File: src/rtl/ex_muldiv_ctrl.sv
// ----------------------------------------------------------------------------
// ex_muldiv_ctrl
//
// Multi-cycle RV32M multiply/divide sequencer that sits beside the EX stage.
// An M-extension instruction in EX is latched and worked on one bit per
// cycle. A shift-add multiplier handles MUL*. A restoring divider handles
// DIV*/REM*. While the unit works it holds the front of the pipeline with
// stall. When the answer is ready it pulses done for one cycle, together
// with the result and the rd it belongs to.
//
// Ports:
//   clk       rising-edge clock
//   rst       synchronous active-high reset
//   md_valid  EX holds an M-extension instruction
//   func3     operation select (MUL, MULH, MULHSU, MULHU, DIV, DIVU, REM, REMU)
//   Read1     rs1 operand
//   Read2     rs2 operand
//   rd        destination register of the instruction in EX
//   flush     kills the in-flight operation (branch/jump redirect)
//   stall     holds the IF/ID/EX pipeline registers
//   busy      sequencer is not idle
//   done      one-cycle pulse: result and rd_MD are valid
//   result    operation result; holds its value until the next completion
//   rd_MD     rd of the completed operation; holds its value like result
// ----------------------------------------------------------------------------
module ex_muldiv_ctrl #(
    parameter int XLEN = 32
) (
    input  logic            clk,
    input  logic            rst,
    input  logic            md_valid,
    input  logic [2:0]      func3,
    input  logic [XLEN-1:0] Read1,
    input  logic [XLEN-1:0] Read2,
    input  logic [4:0]      rd,
    input  logic            flush,
    output logic            stall,
    output logic            busy,
    output logic            done,
    output logic [XLEN-1:0] result,
    output logic [4:0]      rd_MD
);

    localparam int CW = $clog2(XLEN + 1);

    typedef enum logic [2:0] {IDLE, PREP, CALC, FIX, DONE} state_t;

    state_t            r_state;
    state_t            w_nextState;

    logic [2:0]        r_func3;
    logic [XLEN-1:0]   r_opA;
    logic [XLEN-1:0]   r_opB;
    logic [4:0]        r_rd;
    logic [XLEN-1:0]   r_magA;
    logic [XLEN-1:0]   r_magB;
    logic              r_negRes;
    logic              r_negRem;
    logic [CW-1:0]     r_count;
    logic [2*XLEN-1:0] r_prod;
    logic [XLEN-1:0]   r_quot;
    logic [XLEN:0]     r_rem;
    logic [XLEN-1:0]   r_result;
    logic [4:0]        r_rdMD;
    logic              r_done;

    logic              w_isDiv;
    logic              w_aSigned;
    logic              w_bSigned;
    logic              w_aNeg;
    logic              w_bNeg;
    logic [XLEN-1:0]   w_absA;
    logic [XLEN-1:0]   w_absB;
    logic              w_divZero;
    logic              w_overflow;
    logic              w_fastPath;
    logic [XLEN-1:0]   w_fastResult;
    logic [XLEN:0]     w_addHi;
    logic [2*XLEN-1:0] w_prodNext;
    logic [XLEN:0]     w_remShift;
    logic [XLEN+1:0]   w_diff;
    logic              w_diffNeg;
    logic [2*XLEN-1:0] w_prodSigned;
    logic [XLEN-1:0]   w_quotSigned;
    logic [XLEN-1:0]   w_remSigned;
    logic [XLEN-1:0]   w_fixResult;
    logic [XLEN-1:0]   w_resultNext;

    // Operand preparation from the latched instruction. MUL is treated as
    // unsigned because the low word of the product does not depend on the
    // signedness of the operands. Only rs1 of MULHSU is signed.
    assign w_isDiv   = r_func3[2];
    assign w_aSigned = (r_func3 == 3'b001) || (r_func3 == 3'b010) ||
                       (r_func3 == 3'b100) || (r_func3 == 3'b110);
    assign w_bSigned = (r_func3 == 3'b001) || (r_func3 == 3'b100) ||
                       (r_func3 == 3'b110);
    assign w_aNeg    = w_aSigned & r_opA[XLEN-1];
    assign w_bNeg    = w_bSigned & r_opB[XLEN-1];
    assign w_absA    = w_aNeg ? -r_opA : r_opA;
    assign w_absB    = w_bNeg ? -r_opB : r_opB;

    // Divide corner cases have fixed architectural answers, so they skip the
    // iteration entirely. func3[1] tells REM/REMU apart from DIV/DIVU, and
    // func3[0] marks the unsigned forms. Overflow can only happen on signed ops.
    assign w_divZero  = w_isDiv && (r_opB == '0);
    assign w_overflow = w_isDiv && !r_func3[0] &&
                        (r_opA == {1'b1, {(XLEN-1){1'b0}}}) && (r_opB == '1);
    assign w_fastPath = w_divZero || w_overflow;

    always_comb begin
        w_fastResult = '0;
        if (w_divZero)
            w_fastResult = r_func3[1] ? r_opA : '1;
        else if (w_overflow)
            w_fastResult = r_func3[1] ? '0 : r_opA;
    end

    // One shift-add multiply step. The multiplier sits in the low half of
    // r_prod and is consumed from bit 0 as the partial product shifts in from
    // the top. The carry out of the add becomes the new top bit.
    assign w_addHi    = {1'b0, r_prod[2*XLEN-1:XLEN]} +
                        (r_prod[0] ? {1'b0, r_magA} : '0);
    assign w_prodNext = {w_addHi, r_prod[XLEN-1:1]};

    // One restoring divide step. The dividend shifts out of r_quot MSB first
    // into the remainder, and quotient bits shift into r_quot from the bottom.
    // The subtraction has an extra bit so that its sign shows whether to restore.
    assign w_remShift = {r_rem[XLEN-1:0], r_quot[XLEN-1]};
    assign w_diff     = {1'b0, w_remShift} - {2'b00, r_magB};
    assign w_diffNeg  = w_diff[XLEN+1];

    // Sign fix-up and output select after the iterations are finished.
    assign w_prodSigned = r_negRes ? -r_prod : r_prod;
    assign w_quotSigned = r_negRes ? -r_quot : r_quot;
    assign w_remSigned  = r_negRem ? -r_rem[XLEN-1:0] : r_rem[XLEN-1:0];

    always_comb begin
        w_fixResult = '0;
        if (w_isDiv)
            w_fixResult = r_func3[1] ? w_remSigned : w_quotSigned;
        else if (r_func3 == 3'b000)
            w_fixResult = w_prodSigned[XLEN-1:0];
        else
            w_fixResult = w_prodSigned[2*XLEN-1:XLEN];
    end

    // State register.
    always_ff @(posedge clk) begin
        if (rst)
            r_state <= IDLE;
        else
            r_state <= w_nextState;
    end

    // Next-state logic and pipeline handshake. Flush overrides every
    // transition. The result value is picked only on the edges that enter DONE.
    // stall falls in DONE, so EX advances on the same edge the sequencer goes
    // back to IDLE and the same instruction is never taken twice.
    always_comb begin
        w_nextState  = r_state;
        w_resultNext = r_result;
        stall        = md_valid && (r_state != DONE);
        busy         = (r_state != IDLE);
        case (r_state)
            IDLE: begin
                if (md_valid)
                    w_nextState = PREP;
            end
            PREP: begin
                if (w_fastPath) begin
                    w_nextState  = DONE;
                    w_resultNext = w_fastResult;
                end else begin
                    w_nextState = CALC;
                end
            end
            CALC: begin
                if (r_count == CW'(1))
                    w_nextState = FIX;
            end
            FIX: begin
                w_nextState  = DONE;
                w_resultNext = w_fixResult;
            end
            DONE: begin
                w_nextState = IDLE;
            end
            default: begin
                w_nextState = IDLE;
            end
        endcase
        if (flush)
            w_nextState = IDLE;
    end

    // Datapath registers. done is registered from the next state, so the
    // inputs never reach it combinationally. A flushed operation never enters
    // DONE, so result and rd_MD keep the values from the last completion.
    always_ff @(posedge clk) begin
        if (rst) begin
            r_func3  <= '0;
            r_opA    <= '0;
            r_opB    <= '0;
            r_rd     <= '0;
            r_magA   <= '0;
            r_magB   <= '0;
            r_negRes <= 1'b0;
            r_negRem <= 1'b0;
            r_count  <= '0;
            r_prod   <= '0;
            r_quot   <= '0;
            r_rem    <= '0;
            r_result <= '0;
            r_rdMD   <= '0;
            r_done   <= 1'b0;
        end else begin
            r_done <= (w_nextState == DONE);
            if (w_nextState == DONE) begin
                r_result <= w_resultNext;
                r_rdMD   <= r_rd;
            end
            case (r_state)
                IDLE: begin
                    if (md_valid && !flush) begin
                        r_func3 <= func3;
                        r_opA   <= Read1;
                        r_opB   <= Read2;
                        r_rd    <= rd;
                    end
                end
                PREP: begin
                    r_magA   <= w_absA;
                    r_magB   <= w_absB;
                    r_negRes <= w_aNeg ^ w_bNeg;
                    r_negRem <= w_aNeg;
                    r_count  <= CW'(XLEN);
                    r_prod   <= {{XLEN{1'b0}}, w_absB};
                    r_quot   <= w_absA;
                    r_rem    <= '0;
                end
                CALC: begin
                    r_count <= r_count - 1'b1;
                    if (w_isDiv) begin
                        r_rem  <= w_diffNeg ? w_remShift : w_diff[XLEN:0];
                        r_quot <= {r_quot[XLEN-2:0], ~w_diffNeg};
                    end else begin
                        r_prod <= w_prodNext;
                    end
                end
                default: begin
                end
            endcase
        end
    end

    assign done   = r_done;
    assign result = r_result;
    assign rd_MD  = r_rdMD;

endmodule

File: config.mk
export PLATFORM = sky130hd
export DESIGN_NAME = ex_muldiv_ctrl
export DESIGN_NICKNAME = d
export VERILOG_FILES = /design/src/rtl/ex_muldiv_ctrl.sv
export SDC_FILE = /design/constraint.sdc
export NUM_CORES = 1
export LEC_CHECK = 0
export CELL_PAD_IN_SITES_DETAIL_PLACEMENT = 1
export CELL_PAD_IN_SITES_GLOBAL_PLACEMENT = 1
export CORE_AREA = 2 2 220 222
export DETAILED_ROUTE_END_ITERATION = 16
export DIE_AREA = 0 0 222 224
export HOLD_SLACK_MARGIN = 0.08
export MAX_ROUTING_LAYER = met4
export PLACE_DENSITY = 0.78
export SLEW_MARGIN = 10
export SYNTH_ARGS = -nofsm -noshare
export SYNTH_HDL_FRONTEND = slang
export SYNTH_SLANG_ARGS = --single-unit
File: constraint.sdc
create_clock -name clk -period 7.6 [get_ports clk]
set_input_delay 0.76 -clock clk [delete_from_list [all_inputs] [get_ports clk]]
set_output_delay 0.76 -clock clk [all_outputs]
set_load 0.02 [all_outputs]
==> flow_summary_export.csv <==
group,metric,value,unit
global_routing,grt_pass1_vias,21470,
pwr,combPwrFrac,16.5,%
synthesis,synth.avg_cell_area,7.385,sq um
critical_path,critPathMaxStageDelay,690,ps
cells_and_area,nFillCells,5885,
floorplan,die_height,224,microns
synthesis,async_flop_share,0,%
clocking,htree_levels,2,
global_routing,antenna_found_initial,4,
floorplan,die-area,0.04973,sq mm
run,cap_viol_max_count,0,
critical_path,worst_setup_path_start_kind,"register",
placed_design,hpwl,64790,microns
cells_and_area,syn2layout_area_growth,13.40,%
pwr,p_sw,1344,uW
critical_path,crit_path_top_delay_cell,"dfxtp_1",
cells_and_area,final_cell_mix,"nand2_1, dfxtp_1, nor2_1",
detailed_routing,via_per_inst,6.360,
synthesis,ys_ff_latch,313,
clocking,ctsHoldBuffers,0,
timing,relSlewSlack,16.02,%
timing,final.setup.tns,0,ps
pwr,peakVddDrop,0.0001630,V
timing,min_period,4495,ps
placed_design,gp_congestion,0.9784,
clocking,cts-buffers-inserted,38,
critical_path,endpoint_kind,"register",
timing,setup_viol,0,
status,status,"complete, no violations",
placed_design,dpl.cell_count,3336,
critical_path,worstPathRequired,8030,ps
cells_and_area,fin_util,49.17,%
pwr,power_leakage,0.008695,uW
detailed_routing,drt_iter0_markers,2036,
synthesis,synth_flop_cell,"dfxtp_1",
detailed_routing,wl,86480,microns
detailed_routing,drc,0,
pwr,p_clk_share,43.7,%
hold_path,hold_path_class,"reg -> reg",
pwr,seqPwrFrac,39.8,%
global_routing,grt_start_max_net_pins,99,
timing,rsz0062_at_grt,"false",
clocking,clk_latency,600,ps
detailed_routing,dr.pass1.iters,7,
timing,fin_skew,45.06,ps
synthesis,ys_types,75,
global_routing,grtUsageTotal,35.04,%
timing,slew_viol_final,0,
timing,worst_pin_slew,1260,ps
placed_design,pre_cts_slack,3131,ps
timing,fmax,222.5,MHz
synthesis,yosysSeqAreaShare,30.52,%
placed_design,io_buffers,115,
cells_and_area,final_cell_count_no_fill,3410,
timing,timing.final.crit_share,59.14,%
critical_path,cp_cell_sequence,"inv_1 -> ha_1 -> or3b_2 -> or3_1 -> nor3_1 -> nand3_1 -> nor4_1 -> mux2i_1 -> a21oi_1 -> a2111oi_0 -> a211oi_1",
floorplan,start_util,43.36,%
synthesis,yosys_warnings,0,
clocking,clk_pin_slew,70,ps
synthesis,syn_area,0.02053,sq mm
detailed_routing,post_drt_wl_per_cell,25.36,microns
clocking,cts_resized,0,
clocking,clockBufferDepth,3,
floorplan,io-pin-count,116,
timing,hold_ws,453.1,ps
pwr,pwr_density_cell,189.1,mW/mm^2
detailed_routing,via_count,21690,
clocking,cts_setup_buffers,0,
cells_and_area,drive_gt1_share,4.873,%
critical_path,path_class,"reg -> reg",
pwr,internal_power,3058,uW
floorplan,fp.dieW,222,microns
global_routing,gr-total-overflow,0,
timing,hold_viol,0,
global_routing,grt_pass1_wl,131100,microns
critical_path,worstPathArrival,4930,ps
critical_path,crit_path_max_fanout,37,
detailed_routing,ant_nets,0,
synthesis,syn_inst,2780,
pwr,power_switching_share,30.54,%
floorplan,fp-row-count,80,
cells_and_area,final_common_cell,"nand2_1",
cells_and_area,final_nets,2911,
timing,setup_slack,3105,ps
floorplan,core_area,0.04735,sq mm
synthesis,synth_edf_count,0,
synthesis,synth_nets,2930,
clocking,cts_tree,"yes",
clocking,cts_root_buf,"clkbuf_16",
clocking,clkSinkCount,313,
sequential cells by signal (all words and copies together), names as in the netlist, 5 cells and up:
register	cells
r_magB	32
r_rd	5
r_rem	32
result	32
rd_MD	5
r_count	6
r_magA	32
r_opB	32
r_prod	64
r_opA	32
r_quot	32
synthesized netlist by cell type, types with 7 or more instances:
library cell	number	area, sq um
a211oi_1	114	855.8
a21boi_0	7	52.55
a21o_1	27	202.7
a21oi_1	268	1341
a221oi_1	8	70.07
a311oi_1	28	245.2
a31oi_1	26	162.7
a32oi_1	10	87.58
and2_1	39	244.0
clkbuf_1	194	728.2
dfxtp_1	313	6266
ha_1	72	900.9
inv_1	64	240.2
mux2i_1	31	310.3
nand2_1	356	1336
nand2b_1	15	93.84
nand3_1	62	310.3
nand4_1	25	156.4
nor2_1	307	1152
nor2b_1	12	75.07
nor3_1	50	250.2
nor4_1	25	156.4
o211ai_1	28	210.2
o21a_1	12	90.09
o21ai_0	200	1001
o21bai_1	11	82.58
o221ai_1	9	78.83
o22ai_1	7	43.79
o311ai_0	7	61.31
o31ai_1	40	300.3
o41ai_1	25	219.0
or2_2	16	100.1
or3_1	38	237.7
or4_1	32	240.2
xnor2_1	102	893.4
xor2_1	102	893.4
path summary, 6_finish.rpt:
check | to | slack, ps | depth (start not counted) | from
max | result[30] | 3110 | 11 | r_prod[0]
min | r_magA[21] | 450 | 2 | r_magA[21]
max reg2reg | result[30] | 3110 | 11 | r_prod[0]
min reg2reg | r_magA[21] | 450 | 2 | r_magA[21]
metrics by stage:
stage	total power (uW)	instance area, sq um
finish	4402	23280
global route	4543	23280
CTS	4404	23270
detailed placement	2490	21960
global placement	2470	21960
floorplan	2233	20530
kinds of logic (layout without fill, tap and decap cells):
| kind of cell | Yosys count | count (layout) | share of synthesized area [%] |
|---|---|---|---|
| AND/OR/NAND/NOR | 1012 | 1012 | 22.65 |
| AO/OA/AOI/OAI | 875 | 875 | 26.97 |
| flip-flops | 313 | 313 | 30.52 |
| buffers and inverters | 270 | 281 | 5.003 |
| XOR/XNOR | 204 | 204 | 8.703 |
| adder cells (fa/ha/maj) | 74 | 74 | 4.583 |
| multiplexers | 32 | 32 | 1.566 |
| other | 0 | 4 | 0 |
metal layers:
metal	vias up	GRT usage [%]	routed length, microns
met5	-	-	0
met1	10770	47.06	39080
met2	809	54.99	39030
li1	9969	-	-
met3	139	5.575	6312
met4	0	8.980	2063
worst max-delay path, delay by kind of cell (launching register included):
family          cells  cell delay, ps
simple gates        5            2210
compound gates      3             810
flops               1             690
mux                 1             260
buf+inv             1             190
fa+ha+maj           1             180
power by group through the flow:
stage / combinational (uW) / sequential [uW] / clock, uW
4_1_cts: 711 / 1750 / 1950
2_1_floorplan: 482 / 1750 / 0
6_report: 726 / 1750 / 1930
3_3_place_gp: 689 / 1780 / 0
5_1_grt: 782 / 1760 / 2010
3_5_place_dp: 705 / 1780 / 0
layout make-up:
type                    instances  area (sq um)  share of cell area [%]
multi-input cells            2197         13290                   57.10
flip-flops and latches        313          6267                   26.92
repair buffers                146          1388                   5.960
clock buffers                  58          1156                   4.966
well taps                     615         769.5                   3.305
inverters                      65         244.0                   1.048
clock inverters                12         153.9                  0.6610
diodes                          4         10.01                 0.04299
Note: power is estimated with default switching activity, not from simulation.
